$ cat config.mk
export PLATFORM = sky130hd
export DESIGN_NAME = alu_wb_buffer
export DESIGN_NICKNAME = d
export VERILOG_FILES = /design/src/rtl/alu_wb_buffer.sv
export SDC_FILE = /design/constraint.sdc
export NUM_CORES = 1
export LEC_CHECK = 0
export ABC_AREA = 1
export BUFFER_PORTS_ARGS = -buffer_cell sky130_fd_sc_hd__clkbuf_2
export CORE_ASPECT_RATIO = 1.2
export CORE_MARGIN = 2
export CORE_UTILIZATION = 59
export DETAILED_ROUTE_END_ITERATION = 8
export GPL_ROUTABILITY_DRIVEN = 0
export GPL_TIMING_DRIVEN = 0
export HOLD_SLACK_MARGIN = 0.12
export PLACE_DENSITY = 0.87
export SLEW_MARGIN = 10
export SYNTH_ARGS = -nofsm -noshare
export SYNTH_HDL_FRONTEND = slang
export SYNTH_SLANG_ARGS = --single-unit
$ cat constraint.sdc
create_clock -name clk -period 8.64 [get_ports clk]
set_input_delay 1.728 -clock clk [delete_from_list [all_inputs] [get_ports clk]]
set_output_delay 1.728 -clock clk [all_outputs]
set_load 0.01 [all_outputs]
$ cat src/rtl/alu_wb_buffer.sv
// rtl/alu_wb_buffer.sv - in-order result FIFO between the ALU and the register-file write port
// Provides youngest-first operand forwarding and a running commit counter.
module alu_wb_buffer #(
    parameter int DEPTH = 2,
    parameter int CNT_W = 32
) (
    input  logic                     clk,
    input  logic                     rst,
    input  logic                     flush_i,
    input  logic                     alu_valid_i,
    output logic                     alu_ready_o,
    input  logic [31:0]              alu_result_i,
    input  logic                     alu_cmp_i,
    input  logic                     alu_is_cmp_i,
    input  logic [4:0]               rd_addr_i,
    output logic                     wb_valid_o,
    input  logic                     wb_ready_i,
    output logic [4:0]               wb_addr_o,
    output logic [31:0]              wb_data_o,
    input  logic [4:0]               fwd_addr_i,
    output logic                     fwd_hit_o,
    output logic [31:0]              fwd_data_o,
    output logic [$clog2(DEPTH):0]   occupancy_o,
    output logic [CNT_W-1:0]         commit_cnt_o
);

    localparam int PTR_W = $clog2(DEPTH);
    localparam int OCC_W = PTR_W + 1;

    logic [4:0]       r_addr [DEPTH];
    logic [31:0]      r_data [DEPTH];
    logic [PTR_W-1:0] r_rptr;
    logic [PTR_W-1:0] r_wptr;
    logic [OCC_W-1:0] r_count;
    logic [CNT_W-1:0] r_commit;

    logic        w_accept;
    logic        w_store;
    logic        w_deq;
    logic [31:0] w_in_data;

    assign alu_ready_o = (r_count != OCC_W'(DEPTH)) && !rst;
    assign wb_valid_o  = (r_count != '0) && !rst;
    assign wb_addr_o   = wb_valid_o ? r_addr[r_rptr] : 5'd0;
    assign wb_data_o   = wb_valid_o ? r_data[r_rptr] : 32'd0;

    assign w_accept  = alu_valid_i && alu_ready_o;
    // Writes to x0 finish the handshake but never occupy a slot.
    assign w_store   = w_accept && (rd_addr_i != 5'd0) && !flush_i;
    assign w_deq     = wb_valid_o && wb_ready_i && !flush_i;
    assign w_in_data = alu_is_cmp_i ? {31'b0, alu_cmp_i} : alu_result_i;

    always_ff @(posedge clk) begin
        if (w_store) begin
            r_addr[r_wptr] <= rd_addr_i;
            r_data[r_wptr] <= w_in_data;
        end
    end

    always_ff @(posedge clk) begin
        if (rst) begin
            r_rptr   <= '0;
            r_wptr   <= '0;
            r_count  <= '0;
            r_commit <= '0;
        end else if (flush_i) begin
            r_rptr  <= '0;
            r_wptr  <= '0;
            r_count <= '0;
        end else begin
            if (w_store) begin
                r_wptr <= r_wptr + PTR_W'(1);
            end
            if (w_deq) begin
                r_rptr   <= r_rptr + PTR_W'(1);
                r_commit <= r_commit + CNT_W'(1);
            end
            if (w_store && !w_deq) begin
                r_count <= r_count + OCC_W'(1);
            end else if (!w_store && w_deq) begin
                r_count <= r_count - OCC_W'(1);
            end
        end
    end

    // Walk oldest to youngest so the last match (youngest) wins.
    always_comb begin
        fwd_hit_o  = 1'b0;
        fwd_data_o = 32'd0;
        if (!rst && fwd_addr_i != 5'd0) begin
            for (int i = 0; i < DEPTH; i++) begin
                if ((OCC_W'(i) < r_count) && (r_addr[r_rptr + PTR_W'(i)] == fwd_addr_i)) begin
                    fwd_hit_o  = 1'b1;
                    fwd_data_o = r_data[r_rptr + PTR_W'(i)];
                end
            end
        end
    end

    assign occupancy_o  = r_count;
    assign commit_cnt_o = r_commit;

endmodule

Word level (Yosys, flattened, before mapping)
Memory sizes are Yosys's and may differ from the RTL's. A register that Yosys moved wholly into a read port is not among the register bits. Cells that the tools add are included.

Eq/ne operators: 3. Div/mod/pow operators: 0. Magnitude comparators: 2. Reductions and logical operators: 22. $add $sub $neg: 5. Shift-type cells: 0. Mux-type cells: 17. Bitwise operators: 1. $mul: 0.

Operator list (number): 32-bit 2-to-1 mux (5); 32-bit by 1-bit adder with 32-bit output, second input constant (1); 1-bit logical AND (12); 5-bit == test (2); 5-bit nonzero test (2); 1-bit 2-to-1 mux (9); 5-bit 2-to-1 mux (1); 1-bit zero test (4); 1-bit by 2-bit less-than comparator with 1-bit output, first input constant (2); 2-bit 2-to-1 mux (2); 2-bit nonzero test (2); 1-bit adder, second input constant (2); 2-bit by 1-bit adder with 2-bit output, second input constant (1); 2-bit != test, second input constant (1); 2-bit AND reduction (1); 2-bit OR reduction (1); 2-bit by 1-bit subtractor with 2-bit output, second input constant (1); 1-bit NOT (1).

Bits in writable memories: 74. Bits in latches: 0. ROM bits: 0. Bits of input ports: 49. Output and inout port bits: 106. Logic and storage cells: 56. Flip-flop bits (word level): 36. Memories: 2.

Memory list: r_data (words 2, width 32, rd ports 2, clocked after Yosys merged registers in 1, wr ports 1, RTL line 31) `logic [31:0] r_data [DEPTH];`; r_addr (words 2, width 5, rd ports 2, clocked after Yosys merged registers in 1, wr ports 1, RTL line 30) `logic [4:0] r_addr [DEPTH];`.

Logic depth before layout (Yosys ltp)
Word-level depth: 9. Depth in mapped cells: 12. Mapped depth without buffers: 12.

Worst setup path after synthesis
Ideal clock, no wire load.

Path type: input -> output. Start: input rst. End: output wb_data_o[10]. Buffers on the path: 2. Stages on the path: 5. Data required time: 6912 ps. Slack: 4224 ps. Arrival time: 2688 ps. Cell sequence: clkbuf_1 -> nor2_1 -> inv_2 -> buf_1 -> nor2_1.

Cells in the longest elaborated chain, start to end: 3.

Ends and longest elaborated chain: start: declaration (RTL line 8) `input logic rst,`; 1-bit zero test (RTL line 43) `assign wb_valid_o = (r_count != '0) && !rst;`; 1-bit logical AND (RTL line 43); net wb_valid_o (RTL line 16) `output logic wb_valid_o,`; 32-bit 2-to-1 mux (RTL line 45) `assign wb_data_o = wb_valid_o ? r_data[r_rptr] : 32'd0;`; end: declaration (RTL line 19) `output logic [31:0] wb_data_o,`.

The timed path passes the listed nets, and every way through them passes these cells.

Final worst setup path
Start: input rst. End: output wb_data_o[10].

Cells in the longest elaborated chain, start to end: 3.

Ends and longest elaborated chain (RTL line): 1-bit zero test (43); 1-bit logical AND (43); 32-bit 2-to-1 mux (45).

No other way between the ends.

==> impl_metrics.ini <==
[run_status]
status = finished, final reports clean

[sta]
maxSlewViolCount = 0
fin_crit_sh = 0.5940
setup_violations = 0
final-hold-violation-count = 0
max_clock_freq_mhz = 194.8
skew_ns = 0.008475
rsz0062_at_grt = no
period_needed_ns = 5.132
finalWorstSetupSlack_ns = 3.508
max-slew-margin-rel = 0.5836
tightest_slew_ns = 0.6231
finalSetupTns_ns = 0
holdWs_ns = 0.4856

[logic_synthesis]
ys_types = 30
yosysSeqAreaShare = 0.4549
syn_nets = 988
ys_ff_latch = 111
synth_warnings = 0
netlist_area_um2 = 6514
syn_inst = 934
synth_area_per_cell_um2 = 6.974

[pwr]
power_frac_clock = 0.381
p_sw_frac = 0.2304
vdd_drop_max_mv = 0.1185
intPower_mw = 0.8282
seqPwrFrac = 0.535
powerDensity_nw_per_um2 = 137.8
p_comb_frac = 0.084
switchingPower_mw = 0.2480
leakage_nw = 3.698

[global_routing]
track_usage = 0.2938
grt_pass1_vias = 6326
overflow = 0
grt_pass1_wl_mm = 28.03
grt_max_degree = 22
antenna_found_initial = 0

[routing]
post-route-drc-count = 0
wl_per_cell_um = 13.84
viasPerCell = 5.355
antenna_left = 0
first_pass_iters = 5
wl_mm = 17.14
num_vias = 6630
drtIter0Drc = 465

[floorplan]
die_y_um = 119.1
initial_core_util = 0.5988
die_w_um = 99.92
io_pins = 155
dieArea_um2 = 11900
core-area_um2 = 10880
placementRows = 42

[critical_path]
crit_buf_inv = 5
r2r-start = occupancy_o[0]$_SDFFE_PP0P_
critPathKind = in2out
crit_path_max_incr_delay_ns = 0.44
r2r_end = commit_cnt_o[18]$_SDFFE_PP0P_
crit_chain = clkbuf_2 -> clkbuf_1 -> nor2_1 -> inv_2 -> buf_1 -> nor2_1 -> clkbuf_2
cp.required_ns = 6.91
crit_family = buffers and inverters
cp_max_fo = 10
cp-end-kind = output pin
cp.arrival_ns = 3.40
start_kind = primary input
r2r_cells = 12
slowest_stage = buf_1
rrSetupSlack_ns = 6.48

[finish]
antenna_cells = 0
final_cell_mix = nand2_1 (268), nor2_1 (190), clkbuf_2 (154)
utilization = 0.7180
synthToLayoutAreaGrowth_pct = 19.90
drive_above_1_share = 0.1872
num-nets-final = 1155
stdcell_count = 1238
final_common_cell = nand2_1

[cts]
cts_tree = yes
root_buffer = clkbuf_16
postCtsResizedCells = 0
numClockSinks = 111
post-cts-setup-buffer-count = 0
clk_path_buf_depth = 2
insertion_delay_ns = 0.35
holdBufCountCts = 0
cts_buffers = 9
htreeDepth = 3
cts.reportedPaths.clkPinSlew_ns = 0.07

[worst_hold_path]
whs_path_depth = 2
worstHoldStart = commit_cnt_o[7]$_SDFFE_PP0P_
hold_path_class = reg2reg
min_to = commit_cnt_o[7]$_SDFFE_PP0P_

[place]
portBuffers = 154
hpwl_mm = 12.69
place_ws_ns = 3.575
place_inst = 1222

[job]
maxCapViolations = 0
[cells by family after synthesis]
logic type,share of synthesized area
AO/OA/AOI/OAI,0.07914
XOR/XNOR,0.004035
adder cells (fa/ha/maj),0.009604
buffers and inverters,0.1028
flip-flops,0.4549
multiplexers,0.001729
AND/OR/NAND/NOR,0.3479
[Yosys cell counts, drive strengths merged]
cell / instances / share of area
a21oi: 25 / 0.019
buf: 25 / 0.021
clkbuf: 15 / 0.0086
clkinv: 1 / 0.00058
dfxtp: 37 / 0.11
edfxtp: 74 / 0.34
ha: 5 / 0.0096
inv: 125 / 0.072
mux2: 1 / 0.0017
nand2: 271 / 0.16
nand3: 37 / 0.031
nand4: 42 / 0.040
nor2: 196 / 0.12
nor3: 1 / 0.00077
o21a: 1 / 0.0012
o21ai: 73 / 0.056
o21ba: 1 / 0.0015
o21bai: 1 / 0.0012
xnor2: 1 / 0.0013
xor2: 2 / 0.0027
[how the worst max path moves through the flow]
stage,start,endpoint,slack [ns],cells after the start
finish,rst,wb_data_o[10],3.51,7
global route,rst,wb_data_o[10],3.39,7
CTS,rst,wb_data_o[12],3.56,7
detailed placement,rst,wb_data_o[10],3.58,7
global placement,rst,r_data[1][18]$_DFFE_PP_,3.44,4
floorplan,rst,wb_data_o[10],4.22,5
[layout make-up]
| type | instances | area, µm² |
|---|---|---|
| fillers | 918 | 3068 |
| flip-flops and latches | 111 | 2963 |
| multi-input cells | 657 | 2897 |
| repair buffers | 156 | 825.8 |
| inverters | 126 | 475.5 |
| clock buffers | 10 | 229.0 |
| plain buffers | 40 | 193.9 |
| well taps | 132 | 165.2 |
| clock inverters | 6 | 61.31 |
[flip-flops by register name (all words and copies together), names as in the netlist, named ones only]
signal	count
r_wptr	1
r_addr	10
r_data	64
r_rptr	1
commit_cnt_o	32
occupancy_o	2
[power groups by stage]
stage / clock network, mW / logic [mW] / registers, mW
floorplan: 0 / 0.0539 / 0.588
global placement: 0 / 0.0852 / 0.588
detailed placement: 0 / 0.0886 / 0.588
CTS: 0.410 / 0.0896 / 0.576
global route: 0.428 / 0.101 / 0.576
finish: 0.410 / 0.0906 / 0.576
[layer usage]
| metal | global-route usage | share of wire |
|---|---|---|
| met2 | 0.5156 | 0.50 |
| met3 | 0.06514 | 0.085 |
| met4 | 0.1430 | 0.036 |
| met5 | 0 | 0 |
| met1 | 0.3348 | 0.38 |
[tightest hold or removal path, cell delays in order, from the launching register on]
cell	delay, ns
dfxtp_1	0.33
inv_1	0.06
a21oi_1	0.05
[metrics by stage]
stage / power, mW / area [µm²]
after global routing: 1.105 / 7810
after detailed placement: 0.6764 / 7520
after CTS: 1.076 / 7810
final: 1.076 / 7810
after global placement: 0.6731 / 7450
after floorplan: 0.6414 / 6514
Power figures use the tool's default switching activity.
